$ cat src/rtl/memory_access.sv
// Memory stage: word load/store against a local data memory, beq/bne
// resolution, MEM/WB register, sticky fault flag and saturating debug counters.
module memory_access #(
   parameter int MEM_WORDS = 64,
   parameter int CNT_WIDTH = 16
) (
   input  logic                 clk,
   input  logic                 rst_n,
   input  logic [44:0]          EXMEM,
   input  logic [31:0]          ALUresult,
   input  logic [31:0]          WRITE_DATA,
   input  logic                 Zero,
   input  logic [7:0]           PCBranch_EXMEM,
   output logic                 PCSrc,
   output logic [7:0]           PCBranch_out,
   output logic                 FLUSH,
   output logic                 MEMWB_RegWrite,
   output logic                 MEMWB_MemtoReg,
   output logic [4:0]           MEMWB_RD,
   output logic [31:0]          READ_DATA,
   output logic [31:0]          ALUresult_MEMWB,
   output logic                 MEM_FAULT,
   output logic [CNT_WIDTH-1:0] LOAD_COUNT,
   output logic [CNT_WIDTH-1:0] STORE_COUNT,
   output logic [CNT_WIDTH-1:0] TAKEN_COUNT
);
   localparam int AW = $clog2(MEM_WORDS);
   localparam logic [CNT_WIDTH-1:0] CNT_ONE = 1;

   logic          reg_write, mem_to_reg, mem_read, mem_write, branch;
   logic [2:0]    funct3;
   logic [4:0]    rd;
   logic [AW-1:0] idx;
   logic          legal, is_load, is_store, ld_ok, st_ok, fault_ev;
   logic [31:0]   mem [MEM_WORDS];

   assign reg_write  = EXMEM[36];
   assign mem_to_reg = EXMEM[35];
   assign mem_read   = EXMEM[34];
   assign mem_write  = EXMEM[33];
   assign branch     = EXMEM[32];
   assign funct3     = EXMEM[14:12];
   assign rd         = EXMEM[11:7];
   assign idx        = ALUresult[AW+1:2];

   // Fields of the pipeline register this stage does not consume.
   logic unused_bits;
   assign unused_bits = ^{EXMEM[44:37], EXMEM[31:15], EXMEM[6:0]};

   // Word aligned and inside the memory; both read/write set counts as a store.
   assign legal    = (ALUresult[1:0] == 2'b00) && ((ALUresult >> (AW + 2)) == 32'd0);
   assign is_store = mem_write;
   assign is_load  = mem_read & ~mem_write;
   assign ld_ok    = is_load & legal;
   assign st_ok    = is_store & legal;
   assign fault_ev = (is_load | is_store) & ~legal;

   // Branch resolution: beq takes on Zero, bne on ~Zero, anything else never.
   always_comb begin
      PCSrc = 1'b0;
      if (branch) begin
         case (funct3)
            3'b000:  PCSrc = Zero;
            3'b001:  PCSrc = ~Zero;
            default: PCSrc = 1'b0;
         endcase
      end
   end

   assign FLUSH        = PCSrc;
   assign PCBranch_out = PCBranch_EXMEM;

   // Data memory write port; contents are not reset, but a store seen while
   // reset is held is dropped.
   always_ff @(posedge clk) begin
      if (rst_n && st_ok) mem[idx] <= WRITE_DATA;
   end

   // MEM/WB register and sticky fault flag.
   always_ff @(posedge clk or negedge rst_n) begin
      if (!rst_n) begin
         MEMWB_RegWrite  <= 1'b0;
         MEMWB_MemtoReg  <= 1'b0;
         MEMWB_RD        <= '0;
         READ_DATA       <= '0;
         ALUresult_MEMWB <= '0;
         MEM_FAULT       <= 1'b0;
      end else begin
         MEMWB_RegWrite  <= reg_write & ~(is_load & ~legal);
         MEMWB_MemtoReg  <= mem_to_reg;
         MEMWB_RD        <= rd;
         READ_DATA       <= ld_ok ? mem[idx] : 32'd0;
         ALUresult_MEMWB <= ALUresult;
         if (fault_ev) MEM_FAULT <= 1'b1;
      end
   end

   // Saturating event counters.
   always_ff @(posedge clk or negedge rst_n) begin
      if (!rst_n) begin
         LOAD_COUNT  <= '0;
         STORE_COUNT <= '0;
         TAKEN_COUNT <= '0;
      end else begin
         if (ld_ok && (LOAD_COUNT != '1))  LOAD_COUNT  <= LOAD_COUNT + CNT_ONE;
         if (st_ok && (STORE_COUNT != '1)) STORE_COUNT <= STORE_COUNT + CNT_ONE;
         if (PCSrc && (TAKEN_COUNT != '1)) TAKEN_COUNT <= TAKEN_COUNT + CNT_ONE;
      end
   end
endmodule

$ cat config.mk
export PLATFORM = sky130hd
export DESIGN_NAME = memory_access
export DESIGN_NICKNAME = d
export VERILOG_FILES = /design/src/rtl/memory_access.sv
export SDC_FILE = /design/constraint.sdc
export NUM_CORES = 2
export LEC_CHECK = 0
export CAP_MARGIN = 20
export CORE_AREA = 5 5 414 416
export DETAILED_ROUTE_END_ITERATION = 12
export DIE_AREA = 0 0 419 421
export MAX_ROUTING_LAYER = met4
export PLACE_DENSITY_LB_ADDON = 0.3
export SETUP_SLACK_MARGIN = 0.3
export SYNTH_ARGS = -nofsm -noshare
export SYNTH_HDL_FRONTEND = slang
export SYNTH_SLANG_ARGS = --single-unit
$ cat constraint.sdc
create_clock -name clk -period 5.18 [get_ports clk]
set_input_delay 0.518 -clock clk [delete_from_list [all_inputs] [get_ports clk]]
set_output_delay 0.518 -clock clk [all_outputs]
set_load 0.005 [all_outputs]
; After elaboration in Yosys (flattened, before gate mapping)
; Memory sizes are Yosys's and may differ from the RTL's.
; Cells that the tools add are included.
[word_totals]
regBits = 120
latchBits = 0
ramBits = 2048
rom_bits = 0
output_inout_bits = 130
elab_cells = 41
memories = 1
[memory_table]
columns = name, words, word_bits, read_ports, rd_clocked_by_memory_dff, write_ports, line_no
row1 = mem, 64, 32, 1, 0, 1, 35  ; logic [31:0] mem [MEM_WORDS];
[classes]
n_addsub = 3
n_mul = 0
div_mod_pow = 0
order_cmp = 0
n_eq_ne = 4
n_shift = 0
mux = 5
bitwise_logic = 11
reduce_logical = 8
[op_table]
columns = op, n
row1 = adder 16 x 1 -> 16 bit (second input constant), 3
row2 = inequality test 16 bit (second input constant), 3
row3 = zero test 32 bit, 1
row4 = two-way mux 32 bit, 1
row5 = AND 1 bit, 6
row6 = logical AND 1 bit, 5
row7 = NOT 1 bit, 4
row8 = == test 3 x 1 -> 1 bit (second input constant), 1
row9 = zero test 3 bit, 1
row10 = two-way mux 1 bit, 3
row11 = zero test 2 bit, 1
row12 = case mux 1 bit (2 select lines), 1
row13 = bitwise OR 1 bit, 1

; Longest topological paths before layout
[depth]
word_depth = 6
ltp_mapped = 11

; Worst setup path after synthesis
; OpenSTA, ideal clock, no wires.
[synth_timing]
path_type = input port to flip-flop
startpoint = input ALUresult[13]
endpoint = memory mem[15][0] (enable)
setup_ns = 0.421
arrival_ns = 3.184
required_ns = 4.759
path_slack_ns = 1.575
path_stages = 6
path_cell_list = nor4_1 > nand4_1 > or3_1 > or3_1 > clkbuf_1 > nor2_1
[synth_between]
elab_chain_cells = 6
[synth_lines]
columns = item, line_no
row1 = "start, declared", 10  ; input logic [31:0] ALUresult,
row2 = zero test 32 bit, 51  ; assign legal = (ALUresult[1:0] == 2'b00) && ((ALUresult >> (AW + 2)) == 32'd0);
row3 = logical AND 1 bit, 51
row4 = AND 1 bit, 55  ; assign st_ok = is_store & legal;
row5 = logical AND 1 bit, 76  ; if (rst_n && st_ok) mem[idx] <= WRITE_DATA;
row6 = two-way mux 1 bit, 76
row7 = two-way mux 1 bit (implied by the code), 76
row8 = "end, declared", 35
; No other way between the ends.

; Worst setup path after layout
[layout_timing]
startpoint = input ALUresult[4]
endpoint = register READ_DATA[30]
[layout_between]
elab_chain_cells = 2
[layout_lines]
columns = item, line_no
row1 = memory read (64 x 32 bit), --
row2 = two-way mux 32 bit, 92  ; READ_DATA <= ld_ok ? mem[idx] : 32'd0;
row3 = "end signal, assigned", 92
row4 = "end, declared", 20  ; output logic [31:0] READ_DATA,
; No other way between the ends.
; A chain may end at the register's enable or synchronous reset.

==> results.json <==
{
  "synth-edff-count": 2048,
  "rows": 150,
  "max_freq_mhz": 264.0,
  "min_period_ns": 3.788,
  "final_nets": 4982,
  "ys.flop_type": "edfxtp_1",
  "ys_async_sr_fraction": 0.05535,
  "cts_root_buf": "clkbuf_16",
  "reg2reg_slack_ns": 2.53,
  "grt_max_degree": 90,
  "drc": 0,
  "outcome": "completed",
  "insertion_delay_ns": 0.85,
  "cts_tree": "done",
  "gp_congestion": 0.8807,
  "yosys_warnings": 0,
  "r2r_end": "READ_DATA[14]$_DFF_PN0_",
  "syn_nets": 4601,
  "first_pass_iters": 6,
  "grt.total_usage": 0.2892,
  "crit_fanout": 51,
  "wl_per_cell_um": 34.60,
  "start_util": 0.4978,
  "worstHoldPathType": "in -> reg",
  "via_per_inst": 6.579,
  "ctsLongestPathBuffers": 3,
  "dp_hpwl_um": 148400,
  "cp-end-kind": "flop",
  "finalClockSkew_ns": 0.04623,
  "ys_ff_latch": 2168,
  "grt_pass1_vias": 45740,
  "rsz0062_at_grt": "false",
  "slew_violations": 0,
  "die_area_mm2": 0.1764,
  "ant_nets": 0,
  "hold_path_end": "mem[54][19]$_DFFE_PP_",
  "cp.arrival_ns": 4.47,
  "die_h_um": 421,
  "yosys.cell_types.count": 81,
  "r2r_cells": 6,
  "utilization": 0.5745,
  "area_growth_pct": 15.40,
  "core_mm2": 0.1668,
  "syn_area_mm2": 0.08306,
  "htree_levels": 4,
  "routed_wl_um": 250600,
  "startpoint_type": "input port",
  "cap_violations": 0,
  "grt_pass1_wl_um": 351400,
  "ys_seq_area_frac": 0.7766,
  "drive_above_1_share": 0.2068,
  "antenna_found_initial": 22,
  "grt-ovfl-total": 0,
  "r2r-start": "mem[32][14]$_DFFE_PP_",
  "finalSetupViolCount": 0,
  "syn_avg_cell_area_um2": 18.55,
  "maxSlewHeadroom": 0.2518,
  "ir_drop_mv": 0.2897,
  "p_leak_uw": 0.03100,
  "via_count": 47660,
  "timing.final.crit_share": 0.7312,
  "worstSetupPathType": "in -> reg",
  "tightest_slew_ns": 1.105,
  "cts_resized": 0,
  "pwr_density_cell_mw_per_mm2": 378.1,
  "whs_path_depth": 1,
  "ios": 250,
  "finalHoldViolCount": 0,
  "timing.setup.tns_ns": 0,
  "cts_made_buffers": 211,
  "hold_start": "WRITE_DATA[19]",
  "drtIter0Drc": 7699,
  "clkTransAtPathRegs_ns": 0.06,
  "die_x_um": 419,
  "required_ns": 5.87,
  "portBuffers": 201,
  "cts_sinks": 2168,
  "syn_inst": 4478
}
-- Yosys cell counts (14+ instances only) --
cell type	instances	area, um^2
clkbuf_1	69	259.0
nand2_1	182	683.2
buf_2	91	455.4
xnor2_1	30	262.8
nand3_1	22	110.1
mux2_2	173	1948
buf_6	42	473.0
and3_1	17	106.4
nor4_1	19	118.9
a2bb2oi_1	14	122.6
edfxtp_1	2048	61500
o21ai_0	117	585.6
o221ai_1	140	1226
a21oi_1	128	640.6
a221oi_1	37	324.1
nor2b_1	15	93.84
a22oi_1	41	307.8
buf_4	74	555.5
dfrtp_1	120	3003
o22ai_1	284	1777
a211oi_1	18	135.1
a222oi_1	23	230.2
buf_1	16	60.06
nor2_1	201	754.5
mux4_2	167	3761
mux2i_1	191	1912
-- registers in the layout, indices dropped and copies added (netlist names) --
| name | count |
|---|---|
| MEMWB_RD | 5 |
| STORE_COUNT | 16 |
| MEMWB_RegWrite | 1 |
| mem | 2048 |
| ALUresult_MEMWB | 32 |
| READ_DATA | 32 |
| MEM_FAULT | 1 |
| TAKEN_COUNT | 16 |
| MEMWB_MemtoReg | 1 |
| LOAD_COUNT | 16 |
-- stage by stage --
step	worst slack (ns)	instance area, um^2	total power (uW)	hold slack [ns]	instances
finish	1.392	95850	36240	0.06997	7243
global route	1.414	95850	37200	0.03249	7242
CTS	1.616	95660	36290	0.04126	7226
detailed placement	0.8209	88860	21460	0.4787	6840
global placement	0.7008	88840	21430	0.4633	6839
floorplan	1.575	83060	20480	0.2224	4478
-- per-layer routing --
layer	track usage	wire [um]	vias up
li1	-	-	19170
met1	0.3928	92500	24500
met2	0.4271	114800	3454
met3	0.07875	33590	538
met4	0.09843	9700	0
met5	-	0	-
-- layout make-up --
class	instances	area, um^2
Fill cell	12290	71000
Tap cell	2204	2758
Sequential cell	2168	64500
Clock buffer	266	5579
Inverter	8	37.54
Clock inverter	118	1195
Multi-Input combinational cell	2006	17220
Timing Repair Buffer	464	4531
Antenna cell	9	22.52
-- layout by cell type, fill, tap and decap left out, types with 37 or more instances in the layout --
cell,instances
clkbuf_16,213
clkinv_1,37
mux2_2,173
clkdlybuf4s50_1,165
mux4_2,167
a221oi_1,37
clkbuf_1,48
clkinv_2,42
buf_4,207
o221ai_1,140
mux2i_1,191
dfrtp_1,120
nand2_1,176
o21ai_0,117
buf_12,53
o22ai_1,284
edfxtp_1,2048
nor2_1,133
nor2_4,64
a21oi_1,128
a22oi_1,41
-- worst max path at each step --
stage                             start                 endpoint  slack (ns)  cells after the start
after floorplan           ALUresult[13]     mem[15][0]$_DFFE_PP_        1.58                      6
after global placement    ALUresult[12]     mem[38][0]$_DFFE_PP_        0.70                      9
after detailed placement  ALUresult[12]     mem[38][0]$_DFFE_PP_        0.82                      9
after CTS                  ALUresult[4]  READ_DATA[14]$_DFF_PN0_        1.62                      8
after global routing       ALUresult[4]  READ_DATA[30]$_DFF_PN0_        1.41                     10
final                      ALUresult[4]  READ_DATA[30]$_DFF_PN0_        1.39                     10
-- worst max-delay path: stages --
cell and delay, ns:
dlygate4sd3_1 0.56, buf_8 0.44, buf_4 0.51, nor2_2 0.26
buf_4 0.30, a221oi_1 0.30, nor2_1 0.08, o21ai_0 0.65
o2111ai_1 0.21, o41a_1 0.54
-- power breakdown --
| part | leakage, uW | internal (uW) | switching (uW) | total, uW |
|---|---|---|---|---|
| Clock | 0.00330 | 8520 | 6560 | 15100 |
| Combinational | 0.00773 | 598 | 1340 | 1940 |
| Sequential | 0.0200 | 19200 | 25.0 | 19200 |
-- repair_timing --
action	4_1_cts	5_1_grt
hold buffers	2	0
endpoints found under the hold margin	23	0
buffers inserted	0	0
-- cell families after synthesis --
kind of cell | Yosys count | share of synthesized area
fa+ha+maj | 3 | 0.0004520
flops | 2168 | 0.7766
simple gates | 529 | 0.02870
mux | 531 | 0.09176
buf+inv | 304 | 0.02297
compound gates | 900 | 0.07498
xor+xnor | 43 | 0.004534
Note: power is estimated with default switching activity, not from simulation.
